[src/rtl/gmii_frame_tx.sv]
// Ethernet transmit framer: AXI-Stream payload bytes in, GMII out with preamble/SFD,
// zero padding to a minimum length, CRC32 FCS and a fixed inter-frame gap.
module gmii_frame_tx #(
  parameter int MIN_FRAME_LEN = 60,
  parameter int IFG_CYCLES    = 12
) (
  input  logic        clk,
  input  logic        rst,
  input  logic [7:0]  s_axis_tdata,
  input  logic        s_axis_tvalid,
  output logic        s_axis_tready,
  input  logic        s_axis_tlast,
  input  logic        s_axis_tuser,
  output logic [7:0]  gmii_txd,
  output logic        gmii_tx_en,
  output logic        gmii_tx_er,
  output logic        busy,
  output logic [15:0] frame_count,
  output logic        underrun
);

  typedef enum logic [2:0] {
    S_IDLE, S_PREAMBLE, S_SFD, S_PAYLOAD, S_PAD, S_FCS, S_IFG, S_DROP
  } state_t;

  localparam logic [15:0] MIN_LEN = 16'(MIN_FRAME_LEN);
  localparam logic [15:0] IFG_LEN = 16'(IFG_CYCLES);

  state_t      state_q, state_d;
  logic [7:0]  txd_q, txd_d;
  logic        tx_en_q, tx_en_d;
  logic        tx_er_q, tx_er_d;
  logic        tready_q, tready_d;
  logic        busy_q, busy_d;
  logic [15:0] frame_count_q, frame_count_d;
  logic        underrun_q, underrun_d;
  logic [15:0] byte_cnt_q, byte_cnt_d;
  logic [15:0] step_q, step_d;
  logic [31:0] crc_q, crc_d;
  logic        bad_q, bad_d;

  logic [15:0] byte_inc;
  logic [31:0] fcs_word;

  function automatic logic [31:0] crc_byte(input logic [31:0] c, input logic [7:0] d);
    logic [31:0] r;
    r = c;
    for (int i = 0; i < 8; i++)
      r = (r[0] ^ d[i]) ? ((r >> 1) ^ 32'hEDB88320) : (r >> 1);
    return r;
  endfunction

  assign byte_inc = (byte_cnt_q == 16'hFFFF) ? 16'hFFFF : byte_cnt_q + 16'd1;
  assign fcs_word = ~crc_q;

  always_comb begin
    state_d       = state_q;
    txd_d         = 8'h00;
    tx_en_d       = 1'b0;
    tx_er_d       = 1'b0;
    underrun_d    = 1'b0;
    frame_count_d = frame_count_q;
    byte_cnt_d    = byte_cnt_q;
    step_d        = step_q;
    crc_d         = crc_q;
    bad_d         = bad_q;

    case (state_q)
      S_IDLE, S_IFG: begin
        // step_q counts low cycles in IFG; IDLE may start at any time
        if (state_q == S_IFG && step_q < IFG_LEN) begin
          step_d = step_q + 16'd1;
        end else if (s_axis_tvalid) begin
          state_d    = S_PREAMBLE;
          step_d     = 16'd1;
          txd_d      = 8'h55;
          tx_en_d    = 1'b1;
          byte_cnt_d = 16'd0;
          crc_d      = 32'hFFFF_FFFF;
          bad_d      = 1'b0;
        end else begin
          state_d = S_IDLE;
        end
      end

      S_PREAMBLE: begin
        tx_en_d = 1'b1;
        if (step_q == 16'd7) begin
          txd_d   = 8'hD5;
          state_d = S_SFD;
        end else begin
          txd_d  = 8'h55;
          step_d = step_q + 16'd1;
        end
      end

      S_SFD, S_PAYLOAD: begin
        tx_en_d = 1'b1;
        if (s_axis_tvalid) begin
          txd_d      = s_axis_tdata;
          crc_d      = crc_byte(crc_q, s_axis_tdata);
          byte_cnt_d = byte_inc;
          if (s_axis_tlast) begin
            bad_d   = s_axis_tuser;
            step_d  = 16'd0;
            state_d = (byte_inc < MIN_LEN) ? S_PAD : S_FCS;
          end else begin
            state_d = S_PAYLOAD;
          end
        end else begin
          // starved mid-frame: poison the frame on the wire and discard the rest
          tx_er_d    = 1'b1;
          underrun_d = 1'b1;
          state_d    = S_DROP;
        end
      end

      S_PAD: begin
        tx_en_d    = 1'b1;
        crc_d      = crc_byte(crc_q, 8'h00);
        byte_cnt_d = byte_inc;
        if (byte_inc >= MIN_LEN) begin
          step_d  = 16'd0;
          state_d = S_FCS;
        end
      end

      S_FCS: begin
        if (step_q < 16'd4) begin
          tx_en_d = 1'b1;
          tx_er_d = bad_q;
          txd_d   = fcs_word[{step_q[1:0], 3'b000} +: 8];
          step_d  = step_q + 16'd1;
        end else begin
          frame_count_d = frame_count_q + 16'd1;
          step_d        = 16'd1;
          state_d       = S_IFG;
        end
      end

      S_DROP: begin
        if (s_axis_tvalid && s_axis_tlast) begin
          frame_count_d = frame_count_q + 16'd1;
          step_d        = 16'd1;
          state_d       = S_IFG;
        end
      end

      default: state_d = S_IDLE;
    endcase
  end

  assign tready_d = (state_d == S_SFD) || (state_d == S_PAYLOAD) || (state_d == S_DROP);
  assign busy_d   = (state_d != S_IDLE);

  always_ff @(posedge clk or posedge rst) begin
    if (rst) begin
      state_q       <= S_IDLE;
      txd_q         <= 8'h00;
      tx_en_q       <= 1'b0;
      tx_er_q       <= 1'b0;
      tready_q      <= 1'b0;
      busy_q        <= 1'b0;
      frame_count_q <= 16'd0;
      underrun_q    <= 1'b0;
      byte_cnt_q    <= 16'd0;
      step_q        <= 16'd0;
      crc_q         <= 32'hFFFF_FFFF;
      bad_q         <= 1'b0;
    end else begin
      state_q       <= state_d;
      txd_q         <= txd_d;
      tx_en_q       <= tx_en_d;
      tx_er_q       <= tx_er_d;
      tready_q      <= tready_d;
      busy_q        <= busy_d;
      frame_count_q <= frame_count_d;
      underrun_q    <= underrun_d;
      byte_cnt_q    <= byte_cnt_d;
      step_q        <= step_d;
      crc_q         <= crc_d;
      bad_q         <= bad_d;
    end
  end

  assign s_axis_tready = tready_q;
  assign gmii_txd      = txd_q;
  assign gmii_tx_en    = tx_en_q;
  assign gmii_tx_er    = tx_er_q;
  assign busy          = busy_q;
  assign frame_count   = frame_count_q;
  assign underrun      = underrun_q;

endmodule

[config.mk]
export PLATFORM = sky130hd
export DESIGN_NAME = gmii_frame_tx
export DESIGN_NICKNAME = d
export VERILOG_FILES = /design/src/rtl/gmii_frame_tx.sv
export SDC_FILE = /design/constraint.sdc
export NUM_CORES = 1
export LEC_CHECK = 0
export CAP_MARGIN = 20
export CORE_UTILIZATION = 55
export DETAILED_ROUTE_END_ITERATION = 6
export GPL_ROUTABILITY_DRIVEN = 0
export HOLD_SLACK_MARGIN = 0.08
export MAX_ROUTING_LAYER = met4
export PLACE_DENSITY = 0.78
export SLEW_MARGIN = 15
export SYNTH_ARGS = -nofsm -noshare
export SYNTH_HDL_FRONTEND = slang
export SYNTH_SLANG_ARGS = --single-unit
[constraint.sdc]
create_clock -name clk -period 2.7 [get_ports clk]
set_input_delay 0.405 -clock clk [delete_from_list [all_inputs] [get_ports clk]]
set_output_delay 0.405 -clock clk [all_outputs]
set_load 0.01 [all_outputs]
==> Word-level counts from Yosys, hierarchy flattened <==
Index checks and enable logic that the tools add are counted.
{ "totals": {"reg_bits": 97, "word_cells": 147, "output_inout_bits": 29, "inputBits": 13} }
{ "classes": {"n_lt_le_gt_ge": 4, "n_eq_ne": 21, "n_addsub": 3, "bitwise": 24, "n_reduce_logical": 16, "shifts": 1, "muxes": 66} }
{ "ops": {"columns": ["cell", "count"], "rows": [
  ["two-way mux 32 bit", 19],
  ["two-way mux 16 bit", 14],
  ["inverter 13 -> 14 bit", 15],
  ["case mux 16 bit (6 select lines)", 1],
  ["case mux 32 bit (3 select lines)", 1],
  ["adder 16 x 1 -> 16 bit (second input constant)", 3],
  ["case mux 16 bit (3 select lines)", 1],
  ["inverter 32 bit", 1],
  ["case mux 16 bit (2 select lines)", 1],
  ["case mux 8 bit (4 select lines)", 1],
  ["variable part select 32 x 6 -> 8 bit", 1],
  ["two-way mux 8 bit", 3],
  ["two-way mux 3 bit", 7],
  ["case mux 3 bit (6 select lines)", 1],
  ["equality test 16 bit (second input constant)", 1],
  ["equality test 16 x 3 -> 1 bit (second input constant)", 1],
  [">= comparator 16 x 6 -> 1 bit (second input constant)", 1],
  ["< comparator 16 x 3 -> 1 bit (second input constant)", 1],
  ["< comparator 16 x 4 -> 1 bit (second input constant)", 1],
  ["< comparator 16 x 6 -> 1 bit (second input constant)", 1],
  ["inequality test 2 bit (second input constant)", 8],
  ["equality test 3 bit (second input constant)", 5],
  ["two-way mux 7 bit", 2],
  ["equality test 3 x 2 -> 1 bit (second input constant)", 4],
  ["17 further kinds", 41]
]} }

==> Logic depth before layout (Yosys ltp) <==
{ "logic_depth": {"depth_word": 18, "mapped_depth": 10, "depth_no_buf": 8} }

==> Least setup slack after synthesis <==
Ideal clock, no wire load.
{ "synth_timing": {"path_type": "flip-flop to flip-flop", "from": "reg byte_cnt_q[0]", "to": "reg step_q[1]", "path_stages_with_launch": 10, "t_arrival_ps": 2469, "path_buffers": 1, "synth_period_minus_slack_ps": 2549, "setup_slack_ps": 151, "required_time_ps": 2621, "setup_time_ps": 79, "cell_sequence": "dfrtp_1 -> ha_1 -> nand3_1 -> nor4_1 -> mux2i_1 -> o2111ai_2 -> nor4_2 -> nand2b_4 -> buf_12 -> mux2i_1"} }
{ "synth_via": {"elab_chain_cells": 5, "word_cells_on_any_way": 6, "classes_between": "add/sub (1); order compare (1); eq/ne (2); mux (1); reduce/logical (1)"} }
{ "synth_lines": {"columns": ["element", "line_no", "source"], "rows": [
  ["from (decl)", "37", "logic [15:0] byte_cnt_q, byte_cnt_d;"],
  ["from (signal assigned)", "179", "byte_cnt_q <= byte_cnt_d;"],
  ["adder 16 x 1 -> 16 bit or equality test 16 bit (tied branches)", "53", "assign byte_inc = (byte_cnt_q == 16'hFFFF) ? 16'hFFFF : byte_cnt_q + 16'd1;"],
  ["two-way mux 16 bit *", "53", null],
  [">= comparator 16 x 6 -> 1 bit *", "122", "if (byte_inc >= MIN_LEN) begin"],
  ["inequality test 2 bit (no source line) *", null, null],
  ["AND reduction 6 bit (no source line) *", null, null],
  ["to (signal assigned)", "180", "step_q <= step_d;"],
  ["to (decl)", "38", "logic [15:0] step_q, step_d;"]
]} }
Mark *: on every way between the ends. The rest lies on a longest branch, timed or not.
A chain may end at the register's enable or synchronous reset.

==> Final worst setup path <==
{ "layout_timing": {"from": "reg byte_cnt_q[6]", "to": "reg step_q[10]"} }
The elaborated chain is that of the path after synthesis.

==> run_results.csv <==
group,metric,value,unit
placement,dp_hpwl,12200,um
global_routing,grt_usage,29.7,%
status,violations,"design-rule violations",
hold_path,hold_class,"flip-flop to flip-flop",
placement,placed_area,7330,um2
finish,num-fill-cells,915,
cts,root_buffer,"clkbuf_16",
floorplan,chipWidth,112,um
hold_path,hold_path_startpoint,"frame_count[15]$_DFFE_PP0P_",
route,vias_per_cell,6.34,
worst_setup_path,startpoint_type,"flip-flop",
placement,placedCellCount,905,
sta,drv_slew,0,
global_routing,grt_pass1_vias,5657,
worst_setup_path,cp.required,2.95,ns
placement,numPortBuffers,41,
route,drt_pre_antenna_iters,7,
route,drc_errors,7,
global_routing,grt_overflow,0,
sta,worst_pin_slew,0.731,ns
worst_setup_path,crit_path_max_fanout,7,
route,wl,17500,um
floorplan,coreArea,11600,um2
global_routing,grt_pass1_wl,28600,um
logic_synthesis,synth_seq_area_share,37.0,%
floorplan,io_pins,42,
logic_synthesis,synth.avg_cell_area,9.13,um2
cts,clk_pin_slew_worst_paths,0.07,ns
logic_synthesis,syn_inst,730,
cts,cts_hold_buf,0,
finish,design_area,7720,um2
route,vias,5855,
power_and_ir_drop,powerDensity,1490,nW/um2
sta,final-setup-viol-count,0,
sta,fmax,390,MHz
sta,fin_crit_sh,95.1,%
global_routing,grt_antenna_before_repair,0,
finish,diodes,0,
sta,finalClockSkew,0.00645,ns
power_and_ir_drop,peakVddDrop,720,uV
status,status,"finished, violations left",
cts,cts.path.max_buffers,2,
cts,cts-buffers-inserted,9,
finish,syn_to_final_growth,15.8,%
logic_synthesis,synth_edf_count,0,
floorplan,initial_core_util,57.4,%
cts,cts_tree,"yes",
finish,layout_commonest_cell,"xnor2_1",
route,first_iter_violations,544,
logic_synthesis,synth_ff_type,"dfrtp_1",
finish,final_nets,791,
route,wire_per_inst,19.0,um
worst_setup_path,critPathCaptureType,"flip-flop",
sta,min_period,2.57,ns
run,cap_violations,0,
floorplan,dieArea,12600,um2
sta,hold_violations,0,
cts,htree_levels,3,
logic_synthesis,synth_nets,746,
worst_setup_path,critPathLaunch,"byte_cnt_q[6]$_DFFE_PP0P_",
logic_synthesis,ys_ff_latch,97,
worst_setup_path,cp.arrival,2.81,ns
logic_synthesis,ys_types,67,
worst_setup_path,reg2reg_from,"byte_cnt_q[6]$_DFFE_PP0P_",
sta,slew-limit-headroom,51.2,%
cts,clk_latency,0.35,ns
finish,drive_gt1_share,16.9,%
global_routing,grt_max_degree,46,
cts,cts_sinks,97,
logic_synthesis,yosysWarnings,0,
route,drtAntennaViolNets,0,
finish,fin_cells,923,
power_and_ir_drop,p_leak,3.09,nW
finish,layout_common_cells,"85 x xnor2_1, 75 x nand2_1, 65 x dfrtp_1, 63 x nor2_1, 57 x a21oi_1",
logic_synthesis,async_reset_ff_share,100,%
floorplan,fp-row-count,39,
worst_setup_path,critical_path_class,"flip-flop to flip-flop",
floorplan,die_h,112,um
logic_synthesis,syn_area,6660,um2
[cell families after synthesis]
| kind of cell | count (synthesis) | share of synthesized area [%] |
|---|---|---|
| compound gates | 182 | 17.9 |
| xor+xnor | 134 | 19.1 |
| fa+ha+maj | 3 | 0.564 |
| buf+inv | 62 | 4.45 |
| flops | 97 | 37.0 |
| mux | 12 | 3.32 |
| simple gates | 240 | 17.6 |
[cells in the mapped netlist, types with 2 or more instances]
cell      instances  area (um2)
and3_1            7        43.8
nand4_1          12        75.1
a211o_1           3        26.3
buf_2            11        55.1
o31ai_1          10        75.1
a21oi_1          57         285
and4_1            3        26.3
nand2_1          75         282
a31oi_1           9        56.3
xnor2_1          85         744
or3_1             4        25.0
nand2b_1          6        37.5
nand3b_1          2        15.0
xnor2_2           6        97.6
o22ai_1          10        62.6
o21a_1            3        22.5
o221ai_1          7        61.3
nand3_1          25         125
o211ai_1          9        67.6
and2_1            4        25.0
mux2i_1           3        30.0
or2_2             4        25.0
o22a_1           10        87.6
xnor2_4           2        55.1
mux4_2            8         180
a221o_1           6        60.1
inv_1            13        48.8
a221oi_1          3        26.3
xor2_2            2        32.5
nor3_1           10        50.1
ha_1              3        37.5
dfrtp_1          65        1630
xor2_1           39         342
dfstp_2          32         841
a21o_1            7        52.6
nor2_1           64         240
a211oi_1          2        15.0
nand4b_1          2        17.5
nor4_1           10        62.6
o21ai_0          33         165
a32o_1            2        20.0
clkbuf_1         27         101
buf_4             9        67.6
nor2b_1           3        18.8
[power breakdown]
part           internal (mW)  switching [mW]
registers               2.09           0.646
logic                   3.30            4.08
clock network          0.817           0.580
[flip-flops by register name, indices dropped and copies added (netlist names), 3 cells and up]
| register | count |
|---|---|
| byte_cnt_q | 16 |
| crc_q | 32 |
| step_q | 16 |
| frame_count | 16 |
| gmii_txd | 8 |
| state_q | 3 |
[per-stage QoR]
step                      setup TNS (ns)  worst slack, ns  utilization (%)  total power, mW  hold slack (ns)
after floorplan                        0            0.151                -             8.12            0.469
after global placement                 0            0.163             63.2             9.63            0.463
after detailed placement               0            0.111             63.2             9.87            0.466
after CTS                              0            0.142             65.9             11.3            0.480
after global routing              -0.734           -0.101             66.4             12.2            0.510
final                                  0            0.133             66.4             11.5            0.473
[worst paths after layout]
path | endpoint | slack (ns) | cells past startpoint
setup / recovery | step_q[10]$_DFFE_PP0P_ | 0.13 | 9
hold / removal | frame_count[15]$_DFFE_PP0P_ | 0.47 | 1
setup reg to reg | step_q[10]$_DFFE_PP0P_ | 0.13 | 9
hold reg to reg | frame_count[15]$_DFFE_PP0P_ | 0.47 | 1
max in group asynchronous | crc_q[17]$_DFFE_PP1P_ | 1.45 | 3
min in group asynchronous | step_q[4]$_DFFE_PP0P_ | 0.52 | 2
[layout make-up]
type	instances	area, um2	share of cell area (%)
Clock buffer	10	229	2.97
Clock inverter	6	91.3	1.18
Inverter	13	52.6	0.681
Multi-Input combinational cell	572	3950	51.2
Sequential cell	97	2470	32.0
Tap cell	143	179	2.32
Timing Repair Buffer	82	743	9.63
[routing by layer]
layer | part of all wire, % | up-vias | global-route usage [%] | wire length [um]
met5 | 0 | - | - | 0
met4 | 2.9 | 0 | 12.9 | 517
met3 | 8.5 | 51 | 4.64 | 1500
met2 | 46 | 296 | 44.0 | 8000
met1 | 43 | 2824 | 40.7 | 7520
li1 | - | 2684 | - | -
[timing repair]
item / CTS / global route
buffers inserted: 0 / 1
endpoints found under the setup margin: 0 / 12
resized for setup: 0 / 8
[critical path, cell delays in order, from the launching register on]
cell and delay, ns:
dfrtp_1 0.47, nand4_1 0.36, nor2_2 0.32, buf_4 0.16
a211oi_1 0.08, o2111ai_2 0.25, nor4_2 0.08, buf_4 0.15
nand2b_2 0.25, a211o_1 0.32
Note: power is estimated with default switching activity, not from simulation.
